[config.mk]
export PLATFORM = sky130hd
export DESIGN_NAME = cpu_control_fsm
export DESIGN_NICKNAME = d
export VERILOG_FILES = /design/src/rtl/cpu_control_fsm.sv
export SDC_FILE = /design/constraint.sdc
export NUM_CORES = 1
export LEC_CHECK = 0
export CORE_MARGIN = 5
export CORE_UTILIZATION = 38
export CTS_CLUSTER_DIAMETER = 120
export CTS_CLUSTER_SIZE = 25
export DETAILED_ROUTE_END_ITERATION = 10
export PLACE_DENSITY_LB_ADDON = 0.05
export SYNTH_ARGS = -nofsm -noshare
export SYNTH_HDL_FRONTEND = slang
export SYNTH_SLANG_ARGS = --single-unit
[constraint.sdc]
create_clock -name clk -period 1.9 [get_ports clk]
set_input_delay 0.475 -clock clk [delete_from_list [all_inputs] [get_ports clk]]
set_output_delay 0.475 -clock clk [all_outputs]
set_load 0.02 [all_outputs]
[src/rtl/cpu_control_fsm.sv]
// cpu_control_fsm: multi-cycle control unit that fetches 8-bit instructions,
// decodes the opcode and sequences the external PC, accumulator, flag register,
// register file and ALU through combinational strobes.
//
// Build option: define ILLEGAL_TRAP_EN so that an illegal opcode traps to HALT
// with a sticky illegal flag. When it is undefined, an illegal opcode behaves as
// a NOP and illegal pulses for the single DECODE cycle.
//
// Memory handshake: mem_rd requests a read at the external PC. instr_in is valid
// only in a cycle where mem_ready=1, and the transfer completes in that cycle.
// mem_rd stays high in every FETCH/OPER cycle, including the accepting one.
module cpu_control_fsm #(
    parameter int DATA_W  = 8,
    parameter int TIMEOUT = 16
) (
    input  logic              clk,
    input  logic              rst,
    input  logic [DATA_W-1:0] instr_in,
    input  logic              mem_ready,
    input  logic              z_in,
    input  logic              c_in,
    output logic              mem_rd,
    output logic              ir_load,
    output logic              pc_inc,
    output logic              pc_load,
    output logic [3:0]        alu_sel,
    output logic              acc_load,
    output logic              flag_load,
    output logic              reg_we,
    output logic [3:0]        reg_addr,
    output logic [DATA_W-1:0] ir_out,
    output logic              illegal,
    output logic              bus_err,
    output logic              halted,
    output logic [2:0]        state_dbg
);

    typedef enum logic [2:0] {
        S_FETCH  = 3'd0,
        S_DECODE = 3'd1,
        S_EXEC   = 3'd2,
        S_OPER   = 3'd3,
        S_HALT   = 3'd4
    } state_t;

    localparam logic [3:0] OP_NOP  = 4'b0000;
    localparam logic [3:0] OP_ADD  = 4'b0001;
    localparam logic [3:0] OP_SUB  = 4'b0010;
    localparam logic [3:0] OP_NOR  = 4'b0011;
    localparam logic [3:0] OP_MOVR = 4'b0100;
    localparam logic [3:0] OP_MOVA = 4'b0101;
    localparam logic [3:0] OP_JZ   = 4'b0110;
    localparam logic [3:0] OP_JC   = 4'b0111;
    localparam logic [3:0] OP_JMP  = 4'b1000;
    localparam logic [3:0] OP_SHL  = 4'b1011;
    localparam logic [3:0] OP_SHR  = 4'b1100;
    localparam logic [3:0] OP_HALT = 4'b1111;

    // The wait counter holds the number of wait cycles already spent; the
    // cycle that sees LAST without mem_ready is the TIMEOUT-th wait.
    localparam int            CW   = $clog2(TIMEOUT + 1);
    localparam logic [CW-1:0] LAST = CW'(TIMEOUT - 1);

    state_t              state_q, state_d;
    logic [DATA_W-1:0]   ir_q, ir_d;
    logic [CW-1:0]       cnt_q, cnt_d;
    logic                bus_err_q, bus_err_d;
    logic [3:0]          opcode;

    logic                mem_rd_c, ir_load_c, pc_inc_c, pc_load_c;
    logic                acc_load_c, flag_load_c, reg_we_c, dec_illegal;
    logic [3:0]          alu_sel_c;
    logic                taken;

`ifdef ILLEGAL_TRAP_EN
    logic                illegal_q, illegal_d;
`endif

    assign opcode = ir_q[DATA_W-1 -: 4];

    // Next-state, datapath-register updates and raw strobes.
    always_comb begin
        state_d     = state_q;
        ir_d        = ir_q;
        cnt_d       = cnt_q;
        bus_err_d   = bus_err_q;
`ifdef ILLEGAL_TRAP_EN
        illegal_d   = illegal_q;
`endif
        mem_rd_c    = 1'b0;
        ir_load_c   = 1'b0;
        pc_inc_c    = 1'b0;
        pc_load_c   = 1'b0;
        alu_sel_c   = 4'b0000;
        acc_load_c  = 1'b0;
        flag_load_c = 1'b0;
        reg_we_c    = 1'b0;
        dec_illegal = 1'b0;
        taken       = 1'b0;

        case (state_q)
            S_FETCH: begin
                mem_rd_c = 1'b1;
                if (mem_ready) begin
                    ir_load_c = 1'b1;
                    pc_inc_c  = 1'b1;
                    ir_d      = instr_in;
                    state_d   = S_DECODE;
                end else if (cnt_q == LAST) begin
                    bus_err_d = 1'b1;
                    state_d   = S_HALT;
                end else begin
                    cnt_d = cnt_q + CW'(1);
                end
            end
            S_DECODE: begin
                case (opcode)
                    OP_ADD, OP_SUB, OP_NOR, OP_MOVR,
                    OP_SHL, OP_SHR, OP_MOVA:  state_d = S_EXEC;
                    OP_JZ, OP_JC, OP_JMP:     state_d = S_OPER;
                    OP_NOP:                   state_d = S_FETCH;
                    OP_HALT:                  state_d = S_HALT;
                    default: begin
                        dec_illegal = 1'b1;
`ifdef ILLEGAL_TRAP_EN
                        illegal_d   = 1'b1;
                        state_d     = S_HALT;
`else
                        state_d     = S_FETCH;
`endif
                    end
                endcase
            end
            S_EXEC: begin
                alu_sel_c = opcode;
                if (opcode == OP_MOVA) begin
                    reg_we_c = 1'b1;
                end else begin
                    acc_load_c  = 1'b1;
                    flag_load_c = 1'b1;
                end
                state_d = S_FETCH;
            end
            S_OPER: begin
                mem_rd_c = 1'b1;
                if (mem_ready) begin
                    taken = (opcode == OP_JMP) ||
                            ((opcode == OP_JZ) && z_in) ||
                            ((opcode == OP_JC) && c_in);
                    pc_load_c = taken;
                    pc_inc_c  = ~taken;
                    state_d   = S_FETCH;
                end else if (cnt_q == LAST) begin
                    bus_err_d = 1'b1;
                    state_d   = S_HALT;
                end else begin
                    cnt_d = cnt_q + CW'(1);
                end
            end
            S_HALT: begin
                state_d = S_HALT;
            end
            default: begin
                state_d = S_FETCH;
            end
        endcase

        // A completed transfer or any state change restarts the wait count.
        if (mem_ready || (state_d != state_q)) begin
            cnt_d = '0;
        end
    end

    // State and sticky-register update with synchronous reset.
    always_ff @(posedge clk) begin
        if (rst) begin
            state_q   <= S_FETCH;
            ir_q      <= '0;
            cnt_q     <= '0;
            bus_err_q <= 1'b0;
`ifdef ILLEGAL_TRAP_EN
            illegal_q <= 1'b0;
`endif
        end else begin
            state_q   <= state_d;
            ir_q      <= ir_d;
            cnt_q     <= cnt_d;
            bus_err_q <= bus_err_d;
`ifdef ILLEGAL_TRAP_EN
            illegal_q <= illegal_d;
`endif
        end
    end

    // Strobes are suppressed in any reset cycle so an abandoned instruction
    // cannot disturb the external PC, accumulator or register file.
    assign mem_rd    = mem_rd_c    & ~rst;
    assign ir_load   = ir_load_c   & ~rst;
    assign pc_inc    = pc_inc_c    & ~rst;
    assign pc_load   = pc_load_c   & ~rst;
    assign acc_load  = acc_load_c  & ~rst;
    assign flag_load = flag_load_c & ~rst;
    assign reg_we    = reg_we_c    & ~rst;
    assign alu_sel   = rst ? 4'b0000 : alu_sel_c;

    assign reg_addr  = ir_q[3:0];
    assign ir_out    = ir_q;
    assign bus_err   = bus_err_q;
    assign halted    = (state_q == S_HALT);
    assign state_dbg = state_q;

`ifdef ILLEGAL_TRAP_EN
    assign illegal = illegal_q | (dec_illegal & ~rst);
`else
    assign illegal = dec_illegal & ~rst;
`endif

endmodule

==> metrics.md <==
| Metric | Value |
|---|---|
| Crit Path Max Fanout | 7 |
| Post-Route Skew | 0.004989 ns |
| RSZ-0062 raised after global routing | yes |
| CTS Root Cell | clkbuf_4 |
| Port buffer count | 41 |
| CTS tree | done |
| Leak pwr | 0.7611 nW |
| Gate count of the mapped netlist | 132 |
| Min-delay worst type | reg2reg |
| Final ANT Viol Nets | 0 |
| Setup crit end kind | output port |
| Critical Path Source Type | register |
| YS warnings | 0 |
| Non-filler cells, final | 222 |
| Synth cell types | 36 |
| Clock Latency Late Sink | 0.29 ns |
| Wirelength, routed | 2.840 mm |
| Clk slew on worst S/H paths | 0.10 ns |
| Io pins | 42 |
| Fill cells | 254 |
| WP data required | 1.42 ns |
| Synth async-reset ratio | 0% |
| Number of global-route vias before repair | 1133 |
| Worst rel slew slack | 76.18% |
| Fin area | 0.001722 mm² |
| GRT Overall Usage | 14.47% |
| Synthesis-to-finish area growth | 65.98% |
| Synth Net Count | 147 |
| Routability cong. | 0.8001 |
| WS Path Type | reg2out |
| Drt pass-1 iters | 4 |
| Seq cells post-synth | 17 |
| Layout cells sized above 1 | 37.17% |
| Post-layout minimum cycle time | 1.898 ns |
| Mean Syn Cell Area | 7.858 µm² |
| Die Y-Extent | 62.25 µm |
| Vias | 1135 |
| Post-CTS Hold Buffers | 0 |
| WL met1 | 1.234 mm |
| PD cells | 495.6 mW/mm² |
| Max Cap Viol | 0 |
| Die Footprint | 0.003874 mm² |
| Seq/Total Area, Yosys | 32.81% |
| Overflow after GRT | 0 |
| Slew @ Worst Pin | 0.3557 ns |
| Die Wd | 62.25 µm |
| Largest net degree at the start of global routing | 15 |
| Metal3 WL | 115 µm |
| Final period utilization | 99.91% |
| CTS Sinks | 17 |
| Peak supply drop | 0.4748 mV |
| Post-synth EDFFs | 0 |
| Initial antenna violation count | 0 |
| Nets | 207 |
| DRC | 0 |
| Drt initial violations | 27 |
| Cell count after placement | 216 |
| CP arrival | 1.42 ns |
| Antenna diode count | 0 |
| Core area | 0.002686 mm² |
| Status | complete, no violations |
| Wire per inst | 12.79 µm |
| Design Power | 853.2 µW |
| Area of the mapped netlist | 0.001037 mm² |
| DP Area | 0.001633 mm² |
| Primary FF master, synth | dfxtp_1 |
| Fin. max-slew vios | 0 |
| Metal2 WL | 1.480 mm |
| Highest Signal Layer | met4 |
| Clock buffer depth | 2 |
| Fin. Hold Viols | 0 |
| First-pass GRT wire length | 4.795 mm |
| Fin util | 64.09% |
| Final setup TNS | 0 ns |
| F_max | 526.8 MHz |
| CTS HTree Levels | 1 |
| Vias/cell | 5.113 |
| Final setup fails | 0 |
| Num rows | 19 |
| Initial core utilization | 38.61% |
| CTS buffer count | 3 |
| Hpwl dp | 2.252 mm |
sequential cells by signal (all words and copies together), names as in the netlist:
name and flops:
ir_out 8, cnt_q 5, state_dbg 3, bus_err 1
through the flow:
stage	hold WS, ns	setup slack, ns
after global placement	0.4552	-0.6725
after CTS	0.4728	-0.06530
after floorplan	0.5153	-0.05125
after detailed placement	0.4593	-0.7108
final	0.4750	0.001759
after global routing	0.5097	-0.08630
cells in the final DEF, fill, tap and decap left out, types with 5 or more instances in the layout:
cell and n:
a21oi_1 10, dlygate4sd2_1 9, buf_6 8, nand2_1 21
dfxtp_1 10, and2_1 7, clkdlybuf4s50_1 17, buf_4 31
nor3_1 5
layout make-up:
cell class	count	area, µm²	area share [%]
Tap cell	31	38.79	2.253
Multi-Input combinational cell	99	689.4	40.04
Timing Repair Buffer	70	604.3	35.10
Sequential cell	17	359.1	20.86
Clock buffer	4	26.28	1.526
Inverter	1	3.754	0.2180
path summary, 6_finish.rpt:
check                   end  slack (ns)    startpoint  cells after the start
hold reg to reg   ir_out[2]        0.48     ir_out[2]                      2
setup reg to reg   cnt_q[2]        0.16     ir_out[4]                      5
hold / removal    ir_out[2]        0.48     ir_out[2]                      2
setup / recovery  flag_load       0.002  state_dbg[0]                      4
what timing repair did:
item	4_1_cts	5_1_grt
pin swaps	6	4
gates resized for setup	77	29
buffers inserted	0	2
setup endpoints to repair	24	16
critical path, cell delays in order, from the launching register on:
cell and delay, ns:
dfxtp_4 0.39, nor4b_4 0.24, buf_4 0.17, a21boi_4 0.19
buf_6 0.14
power breakdown:
part           switching, mW  internal [mW]
Clock                  0.111         0.0816
Sequential            0.0187          0.370
Combinational          0.131          0.141
Total                  0.260          0.593
cell families (layout without fill, tap and decap cells):
logic type | Yosys count | count (layout) | share of synthesized area [%]
flops | 17 | 17 | 32.81
fa+ha+maj | 2 | 2 | 2.412
buf+inv | 16 | 75 | 8.926
compound gates | 23 | 23 | 13.51
mux | 2 | 2 | 2.051
xor+xnor | 5 | 5 | 4.223
simple gates | 67 | 67 | 36.07
synthesized netlist by cell type (2+ instances only):
library cell / n / area share, %
nor3b_1: 3 / 2.2
nor2_1: 5 / 1.8
xor2_1: 3 / 2.5
a21oi_1: 10 / 4.8
buf_4: 6 / 4.3
nand3_1: 4 / 1.9
nand2_1: 22 / 8.0
clkbuf_1: 6 / 2.2
and3_1: 4 / 2.4
a31oi_1: 4 / 2.4
nor2b_1: 4 / 2.4
buf_2: 2 / 0.97
nor3_1: 8 / 3.9
xnor2_1: 2 / 1.7
o21ai_0: 3 / 1.4
and2_1: 7 / 4.2
dfxtp_1: 17 / 33
ha_1: 2 / 2.4
nand4_1: 3 / 1.8
routing by layer:
metal / up-vias / track usage (%)
li1: 575 / -
met1: 528 / 16.34
met2: 30 / 27.20
met3: 2 / 4.144
met4: 0 / 1.626
met5: - / 0
(Power assumes the default switching activity.)
